==> src/rtl/shift_operand_stage_pkg.sv <==
// rtl/shift_operand_stage_pkg.sv - shared opcodes, decode constants and buffered entry type
package shift_operand_stage_pkg;

  localparam logic [1:0] OP_SLL  = 2'b00;
  localparam logic [1:0] OP_SRL  = 2'b01;
  localparam logic [1:0] OP_SRA  = 2'b10;
  localparam logic [1:0] OP_NONE = 2'b11;

  localparam logic [2:0] F3_SLL  = 3'b001;
  localparam logic [2:0] F3_SR   = 3'b101;
  localparam logic [6:0] F7_BASE = 7'b0000000;
  localparam logic [6:0] F7_ALT  = 7'b0100000;

  // Entry fields are sized for the widest legal datapath; narrower builds use the low bits.
  localparam int N_MAX   = 32;
  localparam int SHW_MAX = 5;

  typedef struct packed {
    logic [N_MAX-1:0]   a;
    logic [SHW_MAX-1:0] b;
    logic [1:0]         op;
    logic               ilegal;
  } entry_t;

  localparam entry_t ENTRY_RST = '{a: '0, b: '0, op: OP_NONE, ilegal: 1'b0};

endpackage

==> src/rtl/shift_operand_stage_if.sv <==
// rtl/shift_operand_stage_if.sv - upstream issue and downstream shifter handshake bundle
interface shift_operand_stage_if #(
  parameter int N = 32
);

  logic         valid_i;
  logic         ready_o;
  logic [N-1:0] rs1_i;
  logic [N-1:0] rs2_i;
  logic [11:0]  imm_i;
  logic         usa_imm_i;
  logic [2:0]   funct3_i;
  logic [6:0]   funct7_i;

  logic         valid_o;
  logic         ready_i;
  logic [N-1:0] a_o;
  logic [N-1:0] b_o;
  logic [1:0]   operacion_o;
  logic         ilegal_o;
  logic [7:0]   cont_ilegal_o;

  modport slave (
    input  valid_i, rs1_i, rs2_i, imm_i, usa_imm_i, funct3_i, funct7_i, ready_i,
    output ready_o, valid_o, a_o, b_o, operacion_o, ilegal_o, cont_ilegal_o
  );

  modport master (
    output valid_i, rs1_i, rs2_i, imm_i, usa_imm_i, funct3_i, funct7_i, ready_i,
    input  ready_o, valid_o, a_o, b_o, operacion_o, ilegal_o, cont_ilegal_o
  );

endinterface

==> src/rtl/shift_operand_stage_decode.sv <==
// rtl/shift_operand_stage_decode.sv - RV32I shift funct/imm decode and amount masking
module shift_decode
  import shift_operand_stage_pkg::*;
#(
  parameter int N = 32,
  localparam int SHW = $clog2(N)
) (
  input  logic [SHW-1:0] rs2_amt,
  input  logic [11:0]    imm,
  input  logic           usa_imm,
  input  logic [2:0]     funct3,
  input  logic [6:0]     funct7,
  output logic [SHW-1:0] amt,
  output logic [1:0]     op,
  output logic           ilegal
);

  logic [6:0] f7;

  // Immediate forms carry funct7 in imm[11:5]; amount bits above SHW never reach the shifter.
  always_comb begin
    f7     = usa_imm ? imm[11:5] : funct7;
    amt    = usa_imm ? imm[SHW-1:0] : rs2_amt;
    op     = OP_NONE;
    ilegal = 1'b1;
    if (funct3 == F3_SLL && f7 == F7_BASE) begin
      op     = OP_SLL;
      ilegal = 1'b0;
    end else if (funct3 == F3_SR && f7 == F7_BASE) begin
      op     = OP_SRL;
      ilegal = 1'b0;
    end else if (funct3 == F3_SR && f7 == F7_ALT) begin
      op     = OP_SRA;
      ilegal = 1'b0;
    end
  end

endmodule

==> src/rtl/shift_operand_stage.sv <==
// rtl/shift_operand_stage.sv - registered shift issue stage with 2-entry skid buffer
module shift_operand_stage
  import shift_operand_stage_pkg::*;
#(
  parameter int N = 32
) (
  input  logic                 clk_i,
  input  logic                 rst_ni,
  input  logic                 flush_i,
  shift_operand_stage_if.slave bus
);

  localparam int SHW = $clog2(N);

  entry_t         in_entry;
  entry_t         main_q;
  entry_t         skid_q;
  logic           main_valid_q;
  logic           skid_valid_q;
  logic [7:0]     cnt_q;
  logic [SHW-1:0] dec_amt;
  logic [1:0]     dec_op;
  logic           dec_ilegal;
  logic           accept;
  logic           drain;
  logic           unused_rs2_hi;

  shift_decode #(.N(N)) u_decode (
    .rs2_amt (bus.rs2_i[SHW-1:0]),
    .imm     (bus.imm_i),
    .usa_imm (bus.usa_imm_i),
    .funct3  (bus.funct3_i),
    .funct7  (bus.funct7_i),
    .amt     (dec_amt),
    .op      (dec_op),
    .ilegal  (dec_ilegal)
  );

  assign unused_rs2_hi = ^bus.rs2_i[N-1:SHW];

  always_comb begin
    in_entry        = ENTRY_RST;
    in_entry.a      = N_MAX'(bus.rs1_i);
    in_entry.b      = SHW_MAX'(dec_amt);
    in_entry.op     = dec_op;
    in_entry.ilegal = dec_ilegal;
  end

  // ready_o is the inverted skid flag, so ready_i never reaches it combinationally.
  assign accept = bus.valid_i && !skid_valid_q;
  assign drain  = main_valid_q && bus.ready_i;

  always_ff @(posedge clk_i or negedge rst_ni) begin
    if (!rst_ni) begin
      main_valid_q <= 1'b0;
      skid_valid_q <= 1'b0;
      main_q       <= ENTRY_RST;
      skid_q       <= ENTRY_RST;
    end else if (flush_i) begin
      main_valid_q <= 1'b0;
      skid_valid_q <= 1'b0;
    end else if (skid_valid_q) begin
      if (drain) begin
        main_q       <= skid_q;
        skid_valid_q <= 1'b0;
      end
    end else if (accept) begin
      if (!main_valid_q || bus.ready_i) begin
        main_q       <= in_entry;
        main_valid_q <= 1'b1;
      end else begin
        skid_q       <= in_entry;
        skid_valid_q <= 1'b1;
      end
    end else if (drain) begin
      main_valid_q <= 1'b0;
    end
  end

  // Flushed accepts are discarded, so they must not be counted either.
  always_ff @(posedge clk_i or negedge rst_ni) begin
    if (!rst_ni) begin
      cnt_q <= 8'h00;
    end else if (accept && !flush_i && in_entry.ilegal && cnt_q != 8'hFF) begin
      cnt_q <= cnt_q + 8'h01;
    end
  end

  assign bus.ready_o       = !skid_valid_q;
  assign bus.valid_o       = main_valid_q;
  assign bus.a_o           = main_q.a[N-1:0];
  assign bus.b_o           = N'(main_q.b);
  assign bus.operacion_o   = main_q.op;
  assign bus.ilegal_o      = main_q.ilegal;
  assign bus.cont_ilegal_o = cnt_q;

endmodule
==> src/flat_wrapper.sv <==
// flat-port wrapper written by rule: the top's interface ports become plain ports
module shift_operand_stage_flat import shift_operand_stage_pkg::*;
#(
  parameter int N = 32
)
  (clk_i, rst_ni, flush_i, bus_valid_i, bus_rs1_i, bus_rs2_i, bus_imm_i, bus_usa_imm_i, bus_funct3_i, bus_funct7_i, bus_ready_i, bus_ready_o, bus_valid_o, bus_a_o, bus_b_o, bus_operacion_o, bus_ilegal_o, bus_cont_ilegal_o);
  shift_operand_stage_if #(.N(N)) bus_i ();
  input  logic clk_i;
  input  logic rst_ni;
  input  logic flush_i;
  input wire logic [$bits(bus_i.valid_i)-1:0] bus_valid_i;
  input wire logic [$bits(bus_i.rs1_i)-1:0] bus_rs1_i;
  input wire logic [$bits(bus_i.rs2_i)-1:0] bus_rs2_i;
  input wire logic [$bits(bus_i.imm_i)-1:0] bus_imm_i;
  input wire logic [$bits(bus_i.usa_imm_i)-1:0] bus_usa_imm_i;
  input wire logic [$bits(bus_i.funct3_i)-1:0] bus_funct3_i;
  input wire logic [$bits(bus_i.funct7_i)-1:0] bus_funct7_i;
  input wire logic [$bits(bus_i.ready_i)-1:0] bus_ready_i;
  output wire logic [$bits(bus_i.ready_o)-1:0] bus_ready_o;
  output wire logic [$bits(bus_i.valid_o)-1:0] bus_valid_o;
  output wire logic [$bits(bus_i.a_o)-1:0] bus_a_o;
  output wire logic [$bits(bus_i.b_o)-1:0] bus_b_o;
  output wire logic [$bits(bus_i.operacion_o)-1:0] bus_operacion_o;
  output wire logic [$bits(bus_i.ilegal_o)-1:0] bus_ilegal_o;
  output wire logic [$bits(bus_i.cont_ilegal_o)-1:0] bus_cont_ilegal_o;
  assign bus_i.valid_i = bus_valid_i;
  assign bus_i.rs1_i = bus_rs1_i;
  assign bus_i.rs2_i = bus_rs2_i;
  assign bus_i.imm_i = bus_imm_i;
  assign bus_i.usa_imm_i = bus_usa_imm_i;
  assign bus_i.funct3_i = bus_funct3_i;
  assign bus_i.funct7_i = bus_funct7_i;
  assign bus_i.ready_i = bus_ready_i;
  assign bus_ready_o = bus_i.ready_o;
  assign bus_valid_o = bus_i.valid_o;
  assign bus_a_o = bus_i.a_o;
  assign bus_b_o = bus_i.b_o;
  assign bus_operacion_o = bus_i.operacion_o;
  assign bus_ilegal_o = bus_i.ilegal_o;
  assign bus_cont_ilegal_o = bus_i.cont_ilegal_o;
  shift_operand_stage #(.N(N)) u_core (.clk_i(clk_i), .rst_ni(rst_ni), .flush_i(flush_i), .bus(bus_i));
endmodule
==> config.mk <==
export PLATFORM = sky130hd
export DESIGN_NAME = shift_operand_stage_flat
export DESIGN_NICKNAME = d
export VERILOG_FILES = /design/src/rtl/shift_operand_stage_pkg.sv /design/src/rtl/shift_operand_stage_if.sv /design/src/rtl/shift_operand_stage_decode.sv /design/src/rtl/shift_operand_stage.sv /design/src/flat_wrapper.sv
export SDC_FILE = /design/constraint.sdc
export NUM_CORES = 1
export LEC_CHECK = 0
export ABC_AREA = 1
export CORE_MARGIN = 1
export CORE_UTILIZATION = 49
export DETAILED_ROUTE_END_ITERATION = 10
export PLACE_DENSITY = 0.86
export SYNTH_ARGS = -nofsm -noshare
export SYNTH_HDL_FRONTEND = slang
export SYNTH_HIERARCHICAL = 1
export SYNTH_SLANG_ARGS = --single-unit
==> constraint.sdc <==
create_clock -name clk_i -period 3.04 [get_ports clk_i]
set_input_delay 0.76 -clock clk_i [delete_from_list [all_inputs] [get_ports clk_i]]
set_output_delay 0.76 -clock clk_i [all_outputs]
set_load 0.02 [all_outputs]
==> metrics.csv <==
metric;value;unit
worst-path maximum fanout;9;
post-synthesis instance area;4740;um^2
Post-Place Cell Area;5820;um^2
max cap viols;0;
worst endpoint required time;3320;ps
CP arrival;2760;ps
DRC marker count from the first detailed-route iteration;155;
FFs w/ async S/R, synth;1.00;
R2R setup slack;1110;ps
largest net degree at the start of global routing;53;
Final Hold Fails;0;
Die Area;10100;um^2
ANT nets after route;0;
RePlAce Congestion;0.823;
CTS Sinks;90;
top post-synthesis cells by area;dfrtp_1 (45%), nand2_1 (14%), o21ai_2 (7.6%);
Non-Filler Instances;798;
Static Leak;2.90;nW
Initial Util;0.508;
Yosys reg bits;90;
Core Area;9330;um^2
Syn Inst Count;560;
dpl ws;193;ps
Clock Tree Buf Depth;2;
Die H;100;um
final net count;759;
top-area cell type share of the netlist area;0.454;
final setup margin;552;ps
status;complete, no violations;
H-tree lvl count;3;
Synth area leader;dfrtp_1;
number of synthesized flops with an enable pin;0;
Final Skew;11.8;ps
HPWL after DPL;7090;um
post-CTS resize count;0;
dpl cells;784;
Worst Setup End Kind;register;
HP Class;primary input to async pin;
postcts setup bufs;0;
Detailed Routing Iterations Pass 1;5;
grt ovf;0;
max-slew violation count;0;
I/O Buffers;114;
area grow syn2layout;26.2;%
final instance area;5980;um^2
YS warnings;6;
I/O pin cnt;169;
final design utilization;0.641;
synthesized area per cell;8.47;um^2
GRT Util Overall;0.213;
Hold-fix buffers, CTS;0;
initial antenna violation count;0;
most frequent cell after synthesis;nand2_1;
Cell variety after synth;27;
Inserted Diodes;0;
wire length per cell;12.7;um
peak supply drop;384;uV
Clock Latency Late Sink;340;ps
Root Driver;clkbuf_8;
row count;35;
Die Wd;100;um
Setup Viol. Count Final;0;
share of post-route cells with drive strength above 1;0.215;
first-pass GRT wire length;16800;um
fmax;0.402;GHz
commonest cells in the netlist;nand2_1 (172), dfrtp_1 (86), o21ai_0 (43), nand2_2 (42), o21ai_2 (41);
part of the Yosys area used for sequential elements;0.476;
Rel. slew slack;0.409;
vias in the first global route;3790;
clk slew on worst S/H paths;90;ps
hold slack;426;ps
ys flop type;dfrtp_1;
setup_tns;0;ps
DRT Wirelength;10200;um
total chip power;3.51;mW
post-layout min period;2490;ps
power density cells;587;nW/um^2
Final period util;0.818;
TritonCTS buffer count;9;
Via density;4.90;
Worst Max-Slew Pin Slew;885;ps
RSZ-0062 raised after global routing;no;
DRC;0;
Setup CP Type;primary input to register;
vias post-DR;3910;
CP Launch Type;primary input;
CTS tree;done;
cells by family after synthesis:
logic type	Yosys count	synth area share
fa+ha+maj	1	0.00264
flops	90	0.476
compound gates	99	0.139
simple gates	278	0.265
xor+xnor	3	0.00554
buf+inv	88	0.111
other cells	1	0.000791
state kept, by name, summed over array words and instances (netlist names):
register and cells:
u_core/skid_q 40, u_core/bus.a_o 32, u_core/bus.cont_ilegal_o 8, u_core/bus.b_o 5, u_core/bus.operacion_o 2, u_core/bus.ilegal_o 1
u_core/bus.valid_o 1, u_core/skid_valid_q 1
worst paths after layout:
kind | startpoint | end | cells after the start
max | bus_usa_imm_i | u_core/bus.cont_ilegal_o[7]$_DFFE_PN0P_ | 9
min | rst_ni | u_core/skid_q[16]$_DFFE_PN0P_ | 1
max reg2reg | u_core/skid_valid_q$_DFF_PN0_ | u_core/bus.a_o[29]$_DFFE_PN0P_ | 6
min reg2reg | u_core/skid_q[1]$_DFFE_PN1P_ | u_core/skid_q[1]$_DFFE_PN1P_ | 2
max in group asynchronous | rst_ni | u_core/bus.operacion_o[0]$_DFFE_PN1P_ | 2
min in group clk_i | u_core/skid_q[1]$_DFFE_PN1P_ | u_core/skid_q[1]$_DFFE_PN1P_ | 2
cells in the final DEF, fill, tap and decap left out, types with 4 or more instances in the layout:
cell               n
nand2_1          172
inv_1             32
dfstp_2            4
dfrtp_1           86
clkdlybuf4s50_1  113
inv_2              4
nor2_1            18
clkbuf_8          10
or2_2             27
o21ai_1           12
conb_1            27
nand3_1           11
nor2_2             4
buf_4              6
o21ai_0           43
nand2_2           42
o21ai_2           41
cell type report:
cell class	count	area (um^2)
clock inverter	3	17.5
timing repair buffer	121	1220
tap	129	161
clock buffer	11	141
fill	806	3340
multi-input combinational	408	2050
sequential	90	2260
inverter	36	135
critical path: stages:
cell,delay [ps]
clkdlybuf4s50_1,600
inv_2,120
nand2_1,80
nand2_1,80
o2111ai_1,380
nand3_1,240
nor2_2,340
nand2_1,90
nand2_1,70
layer usage:
layer,share of wire,track usage,vias to the layer above
met2,0.51,0.376,139
met4,0.016,0.0836,0
met3,0.052,0.0425,14
met1,0.42,0.256,1847
li1,-,-,1910
met5,0,0,-
power by group:
part	internal, mW	leakage (nW)	switching, mW
sequential	1.48	1.13	0.195
combinational	0.531	1.70	0.598
clock	0.309	0.0810	0.394
total	2.32	2.90	1.19
(Power assumes the default switching activity.)
